## config.mk

```make
export PLATFORM = sky130hd
export DESIGN_NAME = char_mem_arbiter
export DESIGN_NICKNAME = d
export VERILOG_FILES = /design/src/rtl/char_mem_pkg.sv /design/src/rtl/char_wbuf.sv /design/src/rtl/char_mem_arbiter.sv
export SDC_FILE = /design/constraint.sdc
export NUM_CORES = 1
export LEC_CHECK = 0
export ABC_CLOCK_PERIOD_IN_PS = 6700
export BUFFER_PORTS_ARGS = -buffer_cell sky130_fd_sc_hd__buf_2
export CAP_MARGIN = 20
export CORE_MARGIN = 3
export CORE_UTILIZATION = 40
export DETAILED_ROUTE_END_ITERATION = 7
export GPL_TIMING_DRIVEN = 0
export PLACE_DENSITY_LB_ADDON = 0.12
export SLEW_MARGIN = 5
export SYNTH_ARGS = -nofsm -noshare
export SYNTH_HDL_FRONTEND = slang
export SYNTH_SLANG_ARGS = --single-unit
export TNS_END_PERCENT = 20
```

## constraint.sdc

```tcl
create_clock -name clk_i -period 6.7 [get_ports clk_i]
set_input_delay 1.675 -clock clk_i [delete_from_list [all_inputs] [get_ports clk_i]]
set_output_delay 1.675 -clock clk_i [all_outputs]
set_load 0.02 [all_outputs]
```

## src/rtl/char_mem_pkg.sv

```systemverilog
// Shared constants and types for the character/font memory arbiter.
// The read FSM state type lives here so the arbiter and any neighbours agree on it.
package char_mem_pkg;

    localparam int unsigned ADDR_WIDTH = 13;
    localparam int unsigned FONT_BASE  = 2560;
    localparam int unsigned CHAR_DEPTH = 4096;

    typedef enum logic [1:0] {
        StIdle = 2'd0,
        StWait = 2'd1,
        StData = 2'd2
    } rd_state_e;

    function automatic logic [31:0] replicate_byte(input logic [7:0] b);
        return {4{b}};
    endfunction

endpackage

```

## src/rtl/char_wbuf.sv

```systemverilog
// One-entry CPU write buffer: holds a byte store until the arbiter finds a free slot.
// A load in the same cycle as a drain wins, since the old entry leaves on that edge.
module char_wbuf
    import char_mem_pkg::*;
#(
    parameter int unsigned AddrWidth = ADDR_WIDTH
) (
    input  logic                 clk_i,
    input  logic                 reset_i,
    input  logic                 load_i,
    input  logic [AddrWidth-1:0] addr_i,
    input  logic [7:0]           data_i,
    input  logic                 drain_i,
    input  logic [AddrWidth-1:0] match_addr_i,
    output logic                 valid_o,
    output logic [AddrWidth-1:0] addr_o,
    output logic [7:0]           data_o,
    output logic                 hit_o
);

    logic                 valid_q, valid_d;
    logic [AddrWidth-1:0] addr_q, addr_d;
    logic [7:0]           data_q, data_d;

    always_comb begin
        valid_d = valid_q;
        addr_d  = addr_q;
        data_d  = data_q;
        if (load_i) begin
            valid_d = 1'b1;
            addr_d  = addr_i;
            data_d  = data_i;
        end else if (drain_i) begin
            valid_d = 1'b0;
        end
    end

    always_ff @(posedge clk_i) begin
        if (reset_i) begin
            valid_q <= 1'b0;
            addr_q  <= '0;
            data_q  <= '0;
        end else begin
            valid_q <= valid_d;
            addr_q  <= addr_d;
            data_q  <= data_d;
        end
    end

    assign valid_o = valid_q;
    assign addr_o  = addr_q;
    assign data_o  = data_q;
    assign hit_o   = valid_q && (addr_q == match_addr_i);

endmodule

```

## src/rtl/char_mem_arbiter.sv

```systemverilog
// Shared-port arbiter for the character/font BRAM: video always owns the port, CPU reads
// take the next free slot, and CPU byte writes are buffered and drained in idle slots.
module char_mem_arbiter #(
    parameter int unsigned ADDR_WIDTH = 13
) (
    input  logic                  clk_i,
    input  logic                  reset_i,
    input  logic                  vid_req_i,
    input  logic [ADDR_WIDTH-1:0] vid_addr_i,
    output logic [7:0]            vid_rdata_o,
    input  logic                  cpu_rstrb_i,
    input  logic                  cpu_wstrb_i,
    input  logic [ADDR_WIDTH-1:0] cpu_addr_i,
    input  logic [7:0]            cpu_wdata_i,
    output logic [31:0]           cpu_rdata_o,
    output logic                  cpu_rbusy_o,
    output logic                  cpu_wbusy_o,
    output logic [ADDR_WIDTH-1:0] mem_addr_o,
    output logic                  mem_we_o,
    output logic [7:0]            mem_wdata_o,
    input  logic [7:0]            mem_rdata_i
);
    import char_mem_pkg::*;

    rd_state_e             state_q, state_d;
    logic [ADDR_WIDTH-1:0] rd_addr_q, rd_addr_d;
    logic                  rd_fwd_q, rd_fwd_d;
    logic [7:0]            rd_fwd_data_q, rd_fwd_data_d;
    logic [7:0]            cpu_hold_q, cpu_hold_d;
    logic                  vid_req_q;
    logic [7:0]            vid_hold_q;

    logic [ADDR_WIDTH-1:0] rd_cur_addr;
    logic [7:0]            rd_byte;
    logic [7:0]            vid_byte;
    logic                  rd_try;
    logic                  rd_active;
    logic                  rd_port;

    logic                  wb_valid;
    logic                  wb_hit;
    logic                  wb_load;
    logic                  drain;
    logic [ADDR_WIDTH-1:0] wb_addr;
    logic [7:0]            wb_data;

    // A waiting read compares its latched address; a fresh strobe compares the bus address.
    assign rd_cur_addr = (state_q == StWait) ? rd_addr_q : cpu_addr_i;
    assign rd_byte     = rd_fwd_q ? rd_fwd_data_q : mem_rdata_i;

    char_wbuf #(
        .AddrWidth (ADDR_WIDTH)
    ) u_wbuf (
        .clk_i        (clk_i),
        .reset_i      (reset_i),
        .load_i       (wb_load),
        .addr_i       (cpu_addr_i),
        .data_i       (cpu_wdata_i),
        .drain_i      (drain),
        .match_addr_i (rd_cur_addr),
        .valid_o      (wb_valid),
        .addr_o       (wb_addr),
        .data_o       (wb_data),
        .hit_o        (wb_hit)
    );

    always_comb begin
        state_d       = state_q;
        rd_addr_d     = rd_addr_q;
        rd_fwd_d      = rd_fwd_q;
        rd_fwd_data_d = rd_fwd_data_q;
        cpu_hold_d    = cpu_hold_q;
        rd_try        = 1'b0;
        rd_active     = 1'b0;
        rd_port       = 1'b0;

        if (state_q == StData) begin
            cpu_hold_d = rd_byte;
        end

        unique case (state_q)
            StIdle, StData: begin
                state_d = StIdle;
                if (cpu_rstrb_i) begin
                    rd_addr_d = cpu_addr_i;
                    rd_try    = 1'b1;
                end
            end
            StWait: rd_try = 1'b1;
            default: state_d = StIdle;
        endcase

        // A buffered write to the same byte answers the read without touching the BRAM.
        if (rd_try) begin
            rd_active = 1'b1;
            if (wb_hit) begin
                rd_fwd_d      = 1'b1;
                rd_fwd_data_d = wb_data;
                state_d       = StData;
            end else if (!vid_req_i) begin
                rd_fwd_d = 1'b0;
                rd_port  = 1'b1;
                state_d  = StData;
            end else begin
                state_d = StWait;
            end
        end
    end

    assign drain       = wb_valid && !vid_req_i && !rd_active && !reset_i;
    assign cpu_wbusy_o = wb_valid && !drain;
    assign wb_load     = cpu_wstrb_i && !cpu_wbusy_o;
    assign cpu_rbusy_o = (state_q == StWait);
    assign cpu_rdata_o = replicate_byte((state_q == StData) ? rd_byte : cpu_hold_q);

    always_comb begin
        mem_addr_o  = '0;
        mem_we_o    = 1'b0;
        mem_wdata_o = '0;
        if (vid_req_i) begin
            mem_addr_o = vid_addr_i;
        end else if (rd_port) begin
            mem_addr_o = rd_cur_addr;
        end else if (drain) begin
            mem_addr_o  = wb_addr;
            mem_we_o    = 1'b1;
            mem_wdata_o = wb_data;
        end
    end

    // Video data passes straight through the cycle after a request and is held otherwise.
    assign vid_byte    = vid_req_q ? mem_rdata_i : vid_hold_q;
    assign vid_rdata_o = vid_byte;

    always_ff @(posedge clk_i) begin
        if (reset_i) begin
            state_q       <= StIdle;
            rd_addr_q     <= '0;
            rd_fwd_q      <= 1'b0;
            rd_fwd_data_q <= '0;
            cpu_hold_q    <= '0;
            vid_req_q     <= 1'b0;
            vid_hold_q    <= '0;
        end else begin
            state_q       <= state_d;
            rd_addr_q     <= rd_addr_d;
            rd_fwd_q      <= rd_fwd_d;
            rd_fwd_data_q <= rd_fwd_data_d;
            cpu_hold_q    <= cpu_hold_d;
            vid_req_q     <= vid_req_i;
            vid_hold_q    <= vid_byte;
        end
    end

endmodule
```

# Word-level counts from Yosys, hierarchy flattened
# Cells that the tools add are included.
word_totals:
  word_cells: 59
  input_bits: 47
  output_inout_bits: 64
  register_bits: 63
op_classes:
  muxes: 27
  reduce_logical: 17
  eq_ne: 5
op_table:
  columns: ["cell", "count"]
  rows:
  - ["$mux W13", 4]
  - ["$mux W8", 6]
  - ["$eq A13 B13 Y1", 1]
  - ["$mux W1", 12]
  - ["$mux W2", 4]
  - ["$logic_and A1 B1 Y1", 6]
  - ["$reduce_and A2 Y1", 3]
  - ["$logic_not A1 Y1", 5]
  - ["$ne A2 B1 Y1 const B", 2]
  - ["$eq A2 B1 Y1 const B", 1]
  - ["$eq A2 B2 Y1 const B", 1]
  - ["$logic_not A2 Y1", 1]
  - ["$pmux W1 S2", 1]
  - ["$reduce_bool A2 Y1", 1]
  - ["$reduce_or A2 Y1", 1]

# Depth between registers and ports, before layout
logic_depth:
  ltp_word: 12
  mapped_depth: 10
  ltp_nobuf: 7

# Modules after synthesis
# Synthesis repeated with hierarchy kept, for this count alone.
unflattened:
  cells_unflattened: 381
  hier_area_um2: 3394.5
by_module_without_submodules:
  columns: ["mod", "area_per_inst_um2", "seq_area_each_um2", "instances", "cells_per_inst"]
  rows:
  - ["char_mem_arbiter", 2466.1, 820.8, 1, 291]
  - ["char_wbuf", 928.4, 440.4, 1, 90]

# Worst setup path before layout
# Ideal clock, no wire load.
synth_timing:
  kind: "input to output"
  start: "in cpu_addr_i[2]"
  end: "out mem_addr_o[3]"
  n_path_buf: 2
  path_stages: 8
  t_arrival_ns: 3.187
  required_time_ns: 5.025
  setup_slack_ns: 1.838
  path_cell_list: "xor2_1 -> nor3_1 -> o21ai_1 -> or4_1 -> buf_6 -> o21ai_4 -> buf_8 -> o21ai_1"
synth_between:
  elab_chain_len: 7
synth_lines:
  columns: ["element", "line_no", "source"]
  rows:
  - ["start, declared", "char_mem_arbiter.sv:13", "input logic [ADDR_WIDTH-1:0] cpu_addr_i,"]
  - ["$mux W13", "char_mem_arbiter.sv:48", "assign rd_cur_addr = (state_q == StWait) ? rd_addr_q : cpu_addr_i;"]
  - ["$eq A13 B13 Y1", "char_wbuf.sv:53", "assign hit_o = valid_q && (addr_q == match_addr_i);"]
  - ["$logic_and A1 B1 Y1", "char_wbuf.sv:53", null]
  - ["$mux W1", "char_mem_arbiter.sv:96", "if (wb_hit) begin"]
  - ["$mux W1", "char_mem_arbiter.sv:94", "if (rd_try) begin"]
  - ["$mux W13", "char_mem_arbiter.sv:122", "end else if (rd_port) begin"]
  - ["$mux W13", "char_mem_arbiter.sv:120", "if (vid_req_i) begin"]
  - ["end, declared", "char_mem_arbiter.sv:18", "output logic [ADDR_WIDTH-1:0] mem_addr_o,"]
# No other way between the ends.

# Worst setup path after layout
layout_timing:
  start: "in cpu_rstrb_i"
  end: "out mem_addr_o[2]"
layout_between:
  elab_chain_len: 9
  word_cells_on_any_way: 10
  cone_classes: "7 x mux; 3 x reduce/logical"
layout_lines:
  columns: ["element", "line_no", "source"]
  rows:
  - ["start, declared", "char_mem_arbiter.sv:11", "input logic cpu_rstrb_i,"]
  - ["$mux W1 (*)", "char_mem_arbiter.sv:84", "if (cpu_rstrb_i) begin"]
  - ["$pmux W1 S2 (*)", "char_mem_arbiter.sv:81", "unique case (state_q)"]
  - ["$mux W1", "char_mem_arbiter.sv:94", null]
  - ["$logic_not A1 Y1", "char_mem_arbiter.sv:110", "assign drain = wb_valid && !vid_req_i && !rd_active && !reset_i;"]
  - ["$logic_and A1 B1 Y1 (2 in series)", "char_mem_arbiter.sv:110", null]
  - ["$mux W13", "char_mem_arbiter.sv:124", "end else if (drain) begin"]
  - ["$mux W13 (*)", "char_mem_arbiter.sv:122", null]
  - ["$mux W13 (*)", "char_mem_arbiter.sv:120", null]
# Every way passes the cells marked *; elsewhere a longest branch is shown, timed or not.

==> impl_results.md <==
- Outcome: completed
- Post-CTS sizing: 0
- Leak Pwr: about 0.0019 uW
- First-pass GRT wire length: 15,500 um
- Num CTS Buffers: 9
- Dpl hpwl: between 7000 and 8000 um
- Vias in the first global route: about 3,100
- Crit. End Element: output port
- Vias per cell: between 5 and 6
- Most common flop cell mapped by yosys: dfxtp_1
- Port bufs: around 110
- Grt total ovfl: 0
- Warnings from Yosys: 0
- Routed wire length: just under 10,000 um
- EDFF count, synth: 0
- DRC: 0
- Total GRT Usage: 0.201
- Critical R2R Launch: state_q[1]
- Worst skew pair latency: 0.34 ns
- Crit path required time: roughly 5.0 ns
- Fillers: 878
- Layout cell share with drive strength beyond 1: 0.332
- WS Path Type: input pin to output port
- CTS H-tree lvls: 3
- Slew @ Worst Pin: 0.953 ns
- Worst R2R End: u_wbuf.addr_o[10]
- Largest net degree at the start of global routing: 13
- Synth area leaders: dfxtp_1 37%, nand2_1 8.8%, a21oi_1 6.8%
- Fin util: 0.523
- I/O pin count: between 100 and 150
- Worst hold stages: 2
- Synth area leader: dfxtp_1
- Arrival @ worst endpoint: 3.79 ns
- Worst Skew: 0.00445 ns
- Sequential element share of the synthesized area: 0.370
- CP peak stage delay: between 0.7 and 0.8 ns
- Initial DRC count: between 100 and 150
- CP Launch Type: input pin
- Post-route clock period utilization: 0.815
- Most frequent CP cell: buf_2
- Fmax: 183 MHz
- Number of max-cap violations: 0
- Row count: 33
- Most common cell in the netlist: nand2_1
- WHS Endpoint: rd_addr_q[12]
- Root Driver: clkbuf_8
- Max IR drop VDD: approximately 0.00011 V
- First-pass DRT Iterations: 4
- Syn avg cell area: approximately 8 um2
- Ys async rst share: 0
- Setup violators final: 0
- Die span in y: around 98 um
- Final nets: around 600
- Setup Buffers After CTS: 0
- Cells after Synth: between 400 and 500
- Starting density of the core: 0.412
- Initial antenna violation count: 0
- Die area: roughly 9700 um2
- Die Wd: 98.3 um
- Synth cell count leaders: 80 x nand2_1, 63 x dfxtp_1, 46 x a21oi_1, 25 x buf_4, 24 x o21ai_0
- Final Critical Period: roughly 5.5 ns
- Reg clk slew, reported paths: about 0.070 ns
- Flop and latch count out of synthesis: 63
- Critical-path maximum fanout: 10
- R2R Setup Slk: between 4 and 5 ns
- Hold crit path type: flip-flop to flip-flop
- # hold bufs at CTS: 0
- Synth Cell Area: roughly 3400 um2
- Net Count, Synth: approximately 470
- Crit path launch: cpu_rstrb_i
- Antenna Cells: 0
- Core footprint: roughly 8300 um2
- Post-DRT Antenna Nets: 0
- PwrDens: around 230 nW/um2
- Clk buf depth: 2
- Final Slew Violations: 0
- Via count: 3,307
- Slowest CP cell: nor4_1
- HP Start: rd_addr_q[12]
- TNS Setup: 0 ns
- RSZ-0062 raised after global routing: false
- Crit path cell chain: buf_2 -> nand2b_1 -> nand2_1 -> nor4_1 -> clkbuf_1 -> a22oi_1 -> o21ai_0 -> buf_2
- Top-area cell type share of the netlist area: 0.370
- Clock sinks: between 60 and 70
- Netlist cell types: 46
- CTS tree: yes
- Routed WL per cell: 15.1 um
- Area growth, synth to finish: 26.9%
- FF-to-FF path depth: 8
- Final RePlAce weighted congestion: around 0.84
- Slew headroom: 0.359
- Final Hold Viols: 0
## state kept, by name, indices dropped and copies added (netlist names)
name	flops
u_wbuf.addr_o	13
u_wbuf.data_o	8
state_q	2
rd_addr_q	13
vid_req_q	1
cpu_hold_q	8
u_wbuf.valid_o	1
rd_fwd_data_q	8
vid_hold_q	8
rd_fwd_q	1
## logic make-up (layout without fill, tap and decap cells)
group / Yosys count / count (layout) / share of synthesized area
AND/OR/NAND/NOR: 148 / 148 / 0.213
AO/OA/AOI/OAI: 113 / 113 / 0.212
flip-flops: 63 / 63 / 0.370
buffers and inverters: 63 / 187 / 0.105
multiplexers: 24 / 24 / 0.0735
XOR/XNOR: 10 / 10 / 0.0257
## per-layer routing
layer	global-route usage	vias up	part of all wire
met5	0	-	0
met2	0.338	92	0.49
met4	0.0735	0	0.016
met3	0.0421	16	0.058
met1	0.255	1534	0.44
li1	-	1665	-
## area by class of cell
cell class,count,area [um2],share of cell area
multi-input cells,295,1780,0.413
well taps,105,131,0.0304
clock inverters,7,120,0.0278
clock buffers,9,124,0.0287
plain buffers,51,314,0.0727
flip-flops and latches,63,1260,0.292
repair buffers,108,541,0.125
inverters,12,45.0,0.0104
## worst max-delay path, delay by kind of cell
family / cells / cell delay, ns
AND/OR/NAND/NOR: 3 / 1.00
AO/OA/AOI/OAI: 2 / 0.28
buffers and inverters: 3 / 0.84
## cell usage in the layout (no fill, tap or decap), types with 3 or more instances in the layout
| master | netlist | final |
|---|---|---|
| o21ai_2 | 9 | 9 |
| mux2i_1 | 16 | 16 |
| mux2_2 | 8 | 8 |
| dfxtp_1 | 63 | 63 |
| nor2_1 | 10 | 10 |
| a22oi_1 | 13 | 13 |
| bufinv_16 | 0 | 3 |
| clkbuf_1 | 19 | 19 |
| clkbuf_8 | 0 | 9 |
| buf_2 | 2 | 110 |
| xnor2_1 | 8 | 8 |
| o2111ai_1 | 3 | 3 |
| inv_1 | 11 | 11 |
| nor2b_1 | 19 | 19 |
| buf_4 | 25 | 25 |
| nand2b_1 | 6 | 6 |
| nand2_1 | 80 | 80 |
| o21ai_0 | 24 | 24 |
| a21oi_1 | 46 | 46 |
| nand4_1 | 10 | 10 |
| and2_1 | 10 | 10 |
## metrics by stage
step / area, um2 / power, uW / hold slack [ns] / std cells / setup WS, ns
final: 4320 / 1010 / 0.455 / 650 / 1.24
after floorplan: 3400 / 542 / 0.436 / 421 / 1.84
after global routing: 4320 / 1050 / 0.480 / 650 / 1.09
after detailed placement: 4080 / 609 / 0.448 / 634 / 1.26
after CTS: 4320 / 1010 / 0.458 / 650 / 1.25
after global placement: 4080 / 607 / 0.443 / 634 / 1.25
## worst max-delay path by stage
| stage | endpoint | cells after the start |
|---|---|---|
| after floorplan | mem_addr_o[3] | 8 |
| after global placement | mem_addr_o[2] | 8 |
| after detailed placement | mem_addr_o[2] | 8 |
| after CTS | mem_addr_o[2] | 8 |
| after global routing | mem_addr_o[2] | 8 |
| final | mem_addr_o[2] | 8 |
## report_power, final
group,switching (uW),internal (uW),total [uW],leakage [uW]
clock,157,248,405,0.000120
combinational,116,77.5,193,0.00129
sequential,14.9,392,407,0.000515
No activity file was read; power rests on OpenSTA's default activity.
